[src/rtl/mem_access_ctrl.sv]
// Load/store sequencer between decode and a single-outstanding memory bus.
// Issues one bus request, waits for ack or timeout, and writes load data back.
module mem_access_ctrl #(
  parameter int unsigned DATA_W = 32,
  parameter int unsigned ADDR_W = 16,
  parameter int unsigned TMO    = 15
) (
  input  logic              system1000,
  input  logic              system1000_rstn,
  input  logic [1:0]        ld_code_i,
  input  logic [4:0]        dst_reg_i,
  input  logic [4:0]        src_a_i,
  input  logic [4:0]        src_b_i,
  input  logic [ADDR_W-1:0] addr_i,
  input  logic [DATA_W-1:0] wdata_i,
  output logic              mem_req_o,
  output logic              mem_we_o,
  output logic              mem_io_o,
  output logic [ADDR_W-1:0] mem_addr_o,
  output logic [DATA_W-1:0] mem_wdata_o,
  input  logic              mem_ack_i,
  input  logic [DATA_W-1:0] mem_rdata_i,
  output logic              stall_o,
  output logic              wb_en_o,
  output logic [4:0]        wb_reg_o,
  output logic [DATA_W-1:0] wb_data_o,
  output logic              err_o
);

  localparam int unsigned CNT_W = 4;
  localparam int unsigned REG_W = 5;

  localparam logic [1:0] LD_NONE  = 2'b00;
  localparam logic [1:0] LD_STORE = 2'b10;
  localparam logic [1:0] LD_IO    = 2'b11;

  localparam logic [CNT_W-1:0] CNT_LAST = CNT_W'(TMO - 1);

  typedef enum logic [1:0] {
    IDLE = 2'd0,
    REQ  = 2'd1,
    WB   = 2'd2
  } state_e;

  state_e             state_q, state_d;
  logic [CNT_W-1:0]   cnt_q, cnt_d;
  logic [REG_W-1:0]   dst_q, dst_d;
  logic               mem_req_q, mem_req_d;
  logic               mem_we_q, mem_we_d;
  logic               mem_io_q, mem_io_d;
  logic [ADDR_W-1:0]  mem_addr_q, mem_addr_d;
  logic [DATA_W-1:0]  mem_wdata_q, mem_wdata_d;
  logic               wb_en_q, wb_en_d;
  logic [REG_W-1:0]   wb_reg_q, wb_reg_d;
  logic [DATA_W-1:0]  wb_data_q, wb_data_d;
  logic               err_q, err_d;
  logic               drop_bus;
  logic               hazard;

  // The bus output registers double as the latched operation while in REQ.
  always_ff @(posedge system1000 or negedge system1000_rstn) begin
    if (!system1000_rstn) begin
      state_q     <= IDLE;
      cnt_q       <= '0;
      dst_q       <= '0;
      mem_req_q   <= 1'b0;
      mem_we_q    <= 1'b0;
      mem_io_q    <= 1'b0;
      mem_addr_q  <= '0;
      mem_wdata_q <= '0;
      wb_en_q     <= 1'b0;
      wb_reg_q    <= '0;
      wb_data_q   <= '0;
      err_q       <= 1'b0;
    end else begin
      state_q     <= state_d;
      cnt_q       <= cnt_d;
      dst_q       <= dst_d;
      mem_req_q   <= mem_req_d;
      mem_we_q    <= mem_we_d;
      mem_io_q    <= mem_io_d;
      mem_addr_q  <= mem_addr_d;
      mem_wdata_q <= mem_wdata_d;
      wb_en_q     <= wb_en_d;
      wb_reg_q    <= wb_reg_d;
      wb_data_q   <= wb_data_d;
      err_q       <= err_d;
    end
  end

  always_comb begin
    state_d     = state_q;
    cnt_d       = cnt_q;
    dst_d       = dst_q;
    mem_req_d   = mem_req_q;
    mem_we_d    = mem_we_q;
    mem_io_d    = mem_io_q;
    mem_addr_d  = mem_addr_q;
    mem_wdata_d = mem_wdata_q;
    wb_en_d     = 1'b0;
    wb_reg_d    = '0;
    wb_data_d   = '0;
    err_d       = 1'b0;
    drop_bus    = 1'b0;

    case (state_q)
      IDLE: begin
        if (ld_code_i != LD_NONE) begin
          state_d     = REQ;
          cnt_d       = '0;
          dst_d       = dst_reg_i;
          mem_req_d   = 1'b1;
          mem_we_d    = (ld_code_i == LD_STORE);
          mem_io_d    = (ld_code_i == LD_IO);
          mem_addr_d  = addr_i;
          mem_wdata_d = (ld_code_i == LD_STORE) ? wdata_i : '0;
        end
      end
      REQ: begin
        // Ack takes priority over a timeout landing in the same cycle.
        if (mem_ack_i) begin
          drop_bus = 1'b1;
          if (mem_we_q) begin
            state_d = IDLE;
          end else begin
            state_d   = WB;
            wb_en_d   = (dst_q != '0);
            wb_reg_d  = dst_q;
            wb_data_d = mem_rdata_i;
          end
        end else begin
          cnt_d = cnt_q + CNT_W'(1);
          if (cnt_q == CNT_LAST) begin
            drop_bus = 1'b1;
            err_d    = 1'b1;
            state_d  = IDLE;
          end
        end
      end
      WB: begin
        state_d = IDLE;
      end
      default: begin
        state_d  = IDLE;
        drop_bus = 1'b1;
      end
    endcase

    if (drop_bus) begin
      mem_req_d   = 1'b0;
      mem_we_d    = 1'b0;
      mem_io_d    = 1'b0;
      mem_addr_d  = '0;
      mem_wdata_d = '0;
    end
  end

  // Decode must see the load result before using it; only r1..r31 can conflict.
  assign hazard = (dst_q != '0) && ((dst_q == src_a_i) || (dst_q == src_b_i));

  // Stall in WB follows the instruction currently in decode, so it is not registered.
  assign stall_o = (state_q == REQ) || ((state_q == WB) && hazard);

  assign mem_req_o   = mem_req_q;
  assign mem_we_o    = mem_we_q;
  assign mem_io_o    = mem_io_q;
  assign mem_addr_o  = mem_addr_q;
  assign mem_wdata_o = mem_wdata_q;
  assign wb_en_o     = wb_en_q;
  assign wb_reg_o    = wb_reg_q;
  assign wb_data_o   = wb_data_q;
  assign err_o       = err_q;

endmodule
[config.mk]
export PLATFORM = sky130hd
export DESIGN_NAME = mem_access_ctrl
export DESIGN_NICKNAME = d
export VERILOG_FILES = /design/src/rtl/mem_access_ctrl.sv
export SDC_FILE = /design/constraint.sdc
export NUM_CORES = 1
export LEC_CHECK = 0
export CAP_MARGIN = 20
export CORE_MARGIN = 2
export CORE_UTILIZATION = 40
export DETAILED_ROUTE_END_ITERATION = 7
export PLACE_DENSITY = 0.85
export SYNTH_ARGS = -nofsm -noshare
export SYNTH_HDL_FRONTEND = slang
export SYNTH_SLANG_ARGS = --single-unit
[constraint.sdc]
create_clock -name system1000 -period 1.8 [get_ports system1000]
set_input_delay 0.36 -clock system1000 [delete_from_list [all_inputs] [get_ports system1000]]
set_output_delay 0.36 -clock system1000 [all_outputs]
set_load 0.02 [all_outputs]
==> impl_metrics.sql <==
INSERT INTO impl_metrics (metric_group, metric, value, unit) VALUES
('sta', 'max_slew.worst_pin.slew', '0.4560', 'ns'),
('global_routing', 'grt_util_met2', '32.09', '%'),
('floorplanning', 'ports', '191', ''),
('finish', 'nNetsFinal', '617', ''),
('global_routing', 'antenna_found_initial', '0', ''),
('synthesis', 'ys.warnings.count', '0', ''),
('critical_path', 'worstSetupPathType', 'flip-flop to output port', ''),
('clock_network', 'cts_tree', 'done', ''),
('critical_path', 'critical_path_required', '1.44', 'ns'),
('hold_path', 'timing.hold.worst.class', 'input pin to async pin', ''),
('synthesis', 'syn_avg_cell_area', '12.43', 'µm²'),
('synthesis', 'netlist_instances', '306', ''),
('pwr', 'total_leakage_power', '2.819', 'nW'),
('global_routing', 'grt_util_met3', '6.142', '%'),
('finish', 'area_delta_synth_final', '63.37', '%'),
('synthesis', 'netlist_area', '0.003805', 'mm²'),
('pwr', 'power-per-cell-area', '1362', 'mW/mm²'),
('finish', 'nFillCells', '711', ''),
('route', 'via_per_inst', '4.744', ''),
('critical_path', 'worst-endpoint-arrival', '1.74', 'ns'),
('route', 'route.detailed.drc', '0', ''),
('finish', 'postLayoutCoreUtil', '67.27', '%'),
('critical_path', 'timing.critical_path.to_type', 'output port', ''),
('sta', 'finalClockSkew', '0.01211', 'ns'),
('run_status', 'outcome', 'finished, violations left', ''),
('floorplanning', 'floorplan.die.width', '101.5', 'µm'),
('global_routing', 'top_usage_layer', 'met2', ''),
('route', 'drt-pass1-iter-count', '4', ''),
('place', 'hpwlAfterDp', '6985', 'µm'),
('synthesis', 'mappedNetlistNets', '408', ''),
('synthesis', 'post-synth-top-count-cell', 'sky130_fd_sc_hd__dfrtp_1', ''),
('finish', 'antenna-diode-count', '0', ''),
('clock_network', 'tritoncts_num_sinks', '101', ''),
('clock_network', 'clock_insertion_delay_worst_skew', '0.35', 'ns'),
('global_routing', 'grt_pass1_vias', '3217', ''),
('run_status', 'failing_checks', 'negative setup slack', ''),
('synthesis', 'seq_area_frac_synth', '66.43', '%'),
('clock_network', 'worst_setup_hold_path_clk_slew', '0.10', 'ns'),
('critical_path', 'critPathLaunch', 'dst_q[1]', ''),
('critical_path', 'rr_startpoint', 'cnt_q[1]', ''),
('floorplanning', 'placement_rows', '35', ''),
('synthesis', 'post_synth_main_area_contributors', 'sky130_fd_sc_hd__dfrtp_1 66%, sky130_fd_sc_hd__a22o_1 7.4%, sky130_fd_sc_hd__and2_1 6.1%, sky130_fd_sc_hd__nand2_1 5.0%, sky130_fd_sc_hd__xor2_1 2.8%', ''),
('pwr', 'post-layout-total-power', '0.008468', 'W'),
('floorplanning', 'dieArea', '0.01031', 'mm²'),
('finish', 'stdcell_count', '649', ''),
('sta', 'layout_setup_ws', '-0.2954', 'ns'),
('route', 'finalWirelength', '9661', 'µm'),
('sta', 'final_max_slew_viol_count', '0', ''),
('global_routing', 'total_routing_usage_reported_by_global_routing', '19.00', '%'),
('critical_path', 'maximum_fanout_encountered_on_the_critical_timing_path', '2', ''),
('critical_path', 'worst_path_largest_cell_delay', '0.53', 'ns'),
('sta', 'finalCriticalPeriod', '2.095', 'ns'),
('floorplanning', 'fp.dieH', '101.5', 'µm'),
('synthesis', 'commonest_cells_in_the_netlist', '101 x sky130_fd_sc_hd__dfrtp_1, 51 x sky130_fd_sc_hd__nand2_1, 37 x sky130_fd_sc_hd__and2_1, 32 x sky130_fd_sc_hd__a22o_1, 15 x sky130_fd_sc_hd__a21oi_1', ''),
('sta', 'period_share', '116.4', '%'),
('synthesis', 'synth-edff-count', '0', ''),
('run', 'cap_violations', '0', ''),
('critical_path', 'critical_path.cell_chain', 'or4_4 > o211ai_1 > o22ai_1 > buf_4', ''),
('route', 'drt-wirelength-per-cell', '14.89', 'µm'),
('sta', 'fmaxAchievable', '477.2', 'MHz'),
('synthesis', 'ys_async_sr_fraction', '100.0', '%'),
('route', 'drt_iter0_markers', '65', ''),
('pwr', 'ir_drop', '0.7520', 'mV'),
('synthesis', 'synth_largest_type_area_fraction', '66.43', '%'),
('synthesis', 'most_used_flip_flop_cell_after_synthesis', 'sky130_fd_sc_hd__dfrtp_1', ''),
('floorplanning', 'floorplan.core_area', '0.009240', 'mm²'),
('critical_path', 'critical_path_s_top_delay_family', 'simple AND/OR/NAND/NOR gates', ''),
('route', 'vias', '3079', ''),
('synthesis', 'ys_ff_latch', '101', ''),
('finish', 'final_layout_size_suffix_gt1_share', '9.615', '%'),
('sta', 'finalSetupViolations', '1', '');
[through the flow]
stage	area, µm²	hold slack [ns]	setup TNS (ns)	worst slack, ns
5_1_grt	6216	0.5209	-0.3580	-0.3580
2_1_floorplan	3805	0.06441	0	0.1622
6_report	6216	0.5000	-0.2954	-0.2954
4_1_cts	6202	0.4893	-0.3034	-0.3034
3_5_place_dp	5983	0.3375	-8.005	-0.5642
3_3_place_gp	5983	0.3343	-7.213	-0.5141
[flip-flops by register name, indices dropped and copies added (netlist names), 2 cells and up]
name	count
mem_wdata_o	32
dst_q	5
wb_data_o	32
mem_addr_o	16
cnt_q	4
wb_reg_o	5
state_q	2
[routing by layer]
metal | vias to the layer above | share of wire, %
li1 | 1447 | -
met1 | 1504 | 41
met2 | 119 | 51
met3 | 9 | 7.6
met4 | 0 | 0.81
met5 | - | 0
[area by class of cell]
class / count / area, µm² / area share [%]
Timing Repair Buffer: 213 / 2133 / 34.32
Clock inverter: 7 / 80.08 / 1.288
Inverter: 3 / 11.26 / 0.1812
Tap cell: 129 / 161.4 / 2.597
Multi-Input combinational cell: 187 / 1179 / 18.96
Clock buffer: 9 / 123.9 / 1.993
Sequential cell: 101 / 2527 / 40.66
[logic make-up (layout without fill, tap and decap cells)]
kind of cell             Yosys count  in the layout  share of synthesized area (%)
AND/OR/NAND/NOR                  110            111                          14.90
flip-flops                       101            101                          66.43
AO/OA/AOI/OAI                     62             62                          12.10
buffers and inverters             19            232                          3.157
XOR/XNOR                          12             12                          2.762
adder cells (fa/ha/maj)            2              2                         0.6576
[power breakdown]
part,internal (W),switching (W)
logic,0.00183,0.00199
clock network,0.000663,0.000794
registers,0.00286,0.000323
total,0.00536,0.00311
[worst paths after layout]
path                                   to  slack [ns]  cells after the start
max                               stall_o       -0.30                      4
min                         wb_data_o[12]        0.50                      2
max reg2reg                mem_wdata_o[5]        0.19                      5
min reg2reg                      mem_io_o        0.50                      1
max in group asynchronous        dst_q[2]        0.75                      3
min in group system1000          mem_io_o        0.50                      1
[repair_timing]
| action | in CTS | in global routing |
|---|---|---|
| hold endpoints to repair | 31 | 0 |
| pin swaps | 1 | 3 |
| hold buffers | 1 | 0 |
| setup buffers | 0 | 1 |
| gates resized for setup | 6 | 2 |
| setup endpoints to repair | 25 | 1 |
| cloned | 1 | 0 |
[cell usage in the layout (no fill, tap or decap), drive strengths merged]
master         synthesis  final
a21o                   2      2
ha                     2      2
a22oi                  1      1
clkinvlp               0      1
and3                   1      1
dlygate4sd3            0      1
xor2                  12     12
o21a                   1      1
o211ai                 1      1
buf                   13     24
nor2                   9     10
clkdlybuf4s50          0    187
or4                    1      1
o22ai                  1      1
and2                  37     37
nor3                   5      5
a21oi                 16     16
dfrtp                101    101
nor4                   1      1
bufinv                 0      1
nand3                  4      4
nand2                 51     51
nor4b                  1      1
clkinv                 0      2
inv                    3      6
a22o                  32     32
clkbuf                 3      9
o21ai                  7      7
dlygate4sd2            0      1
a32o                   1      1
[worst register-to-register path, stage by stage (launching register included)]
cell                      delay, ns
sky130_fd_sc_hd__dfrtp_1       0.43
sky130_fd_sc_hd__ha_1          0.19
sky130_fd_sc_hd__nand3_1       0.16
sky130_fd_sc_hd__a21oi_4       0.30
sky130_fd_sc_hd__nor2_4        0.15
sky130_fd_sc_hd__a22o_1        0.27
Power figures use the tool's default switching activity.
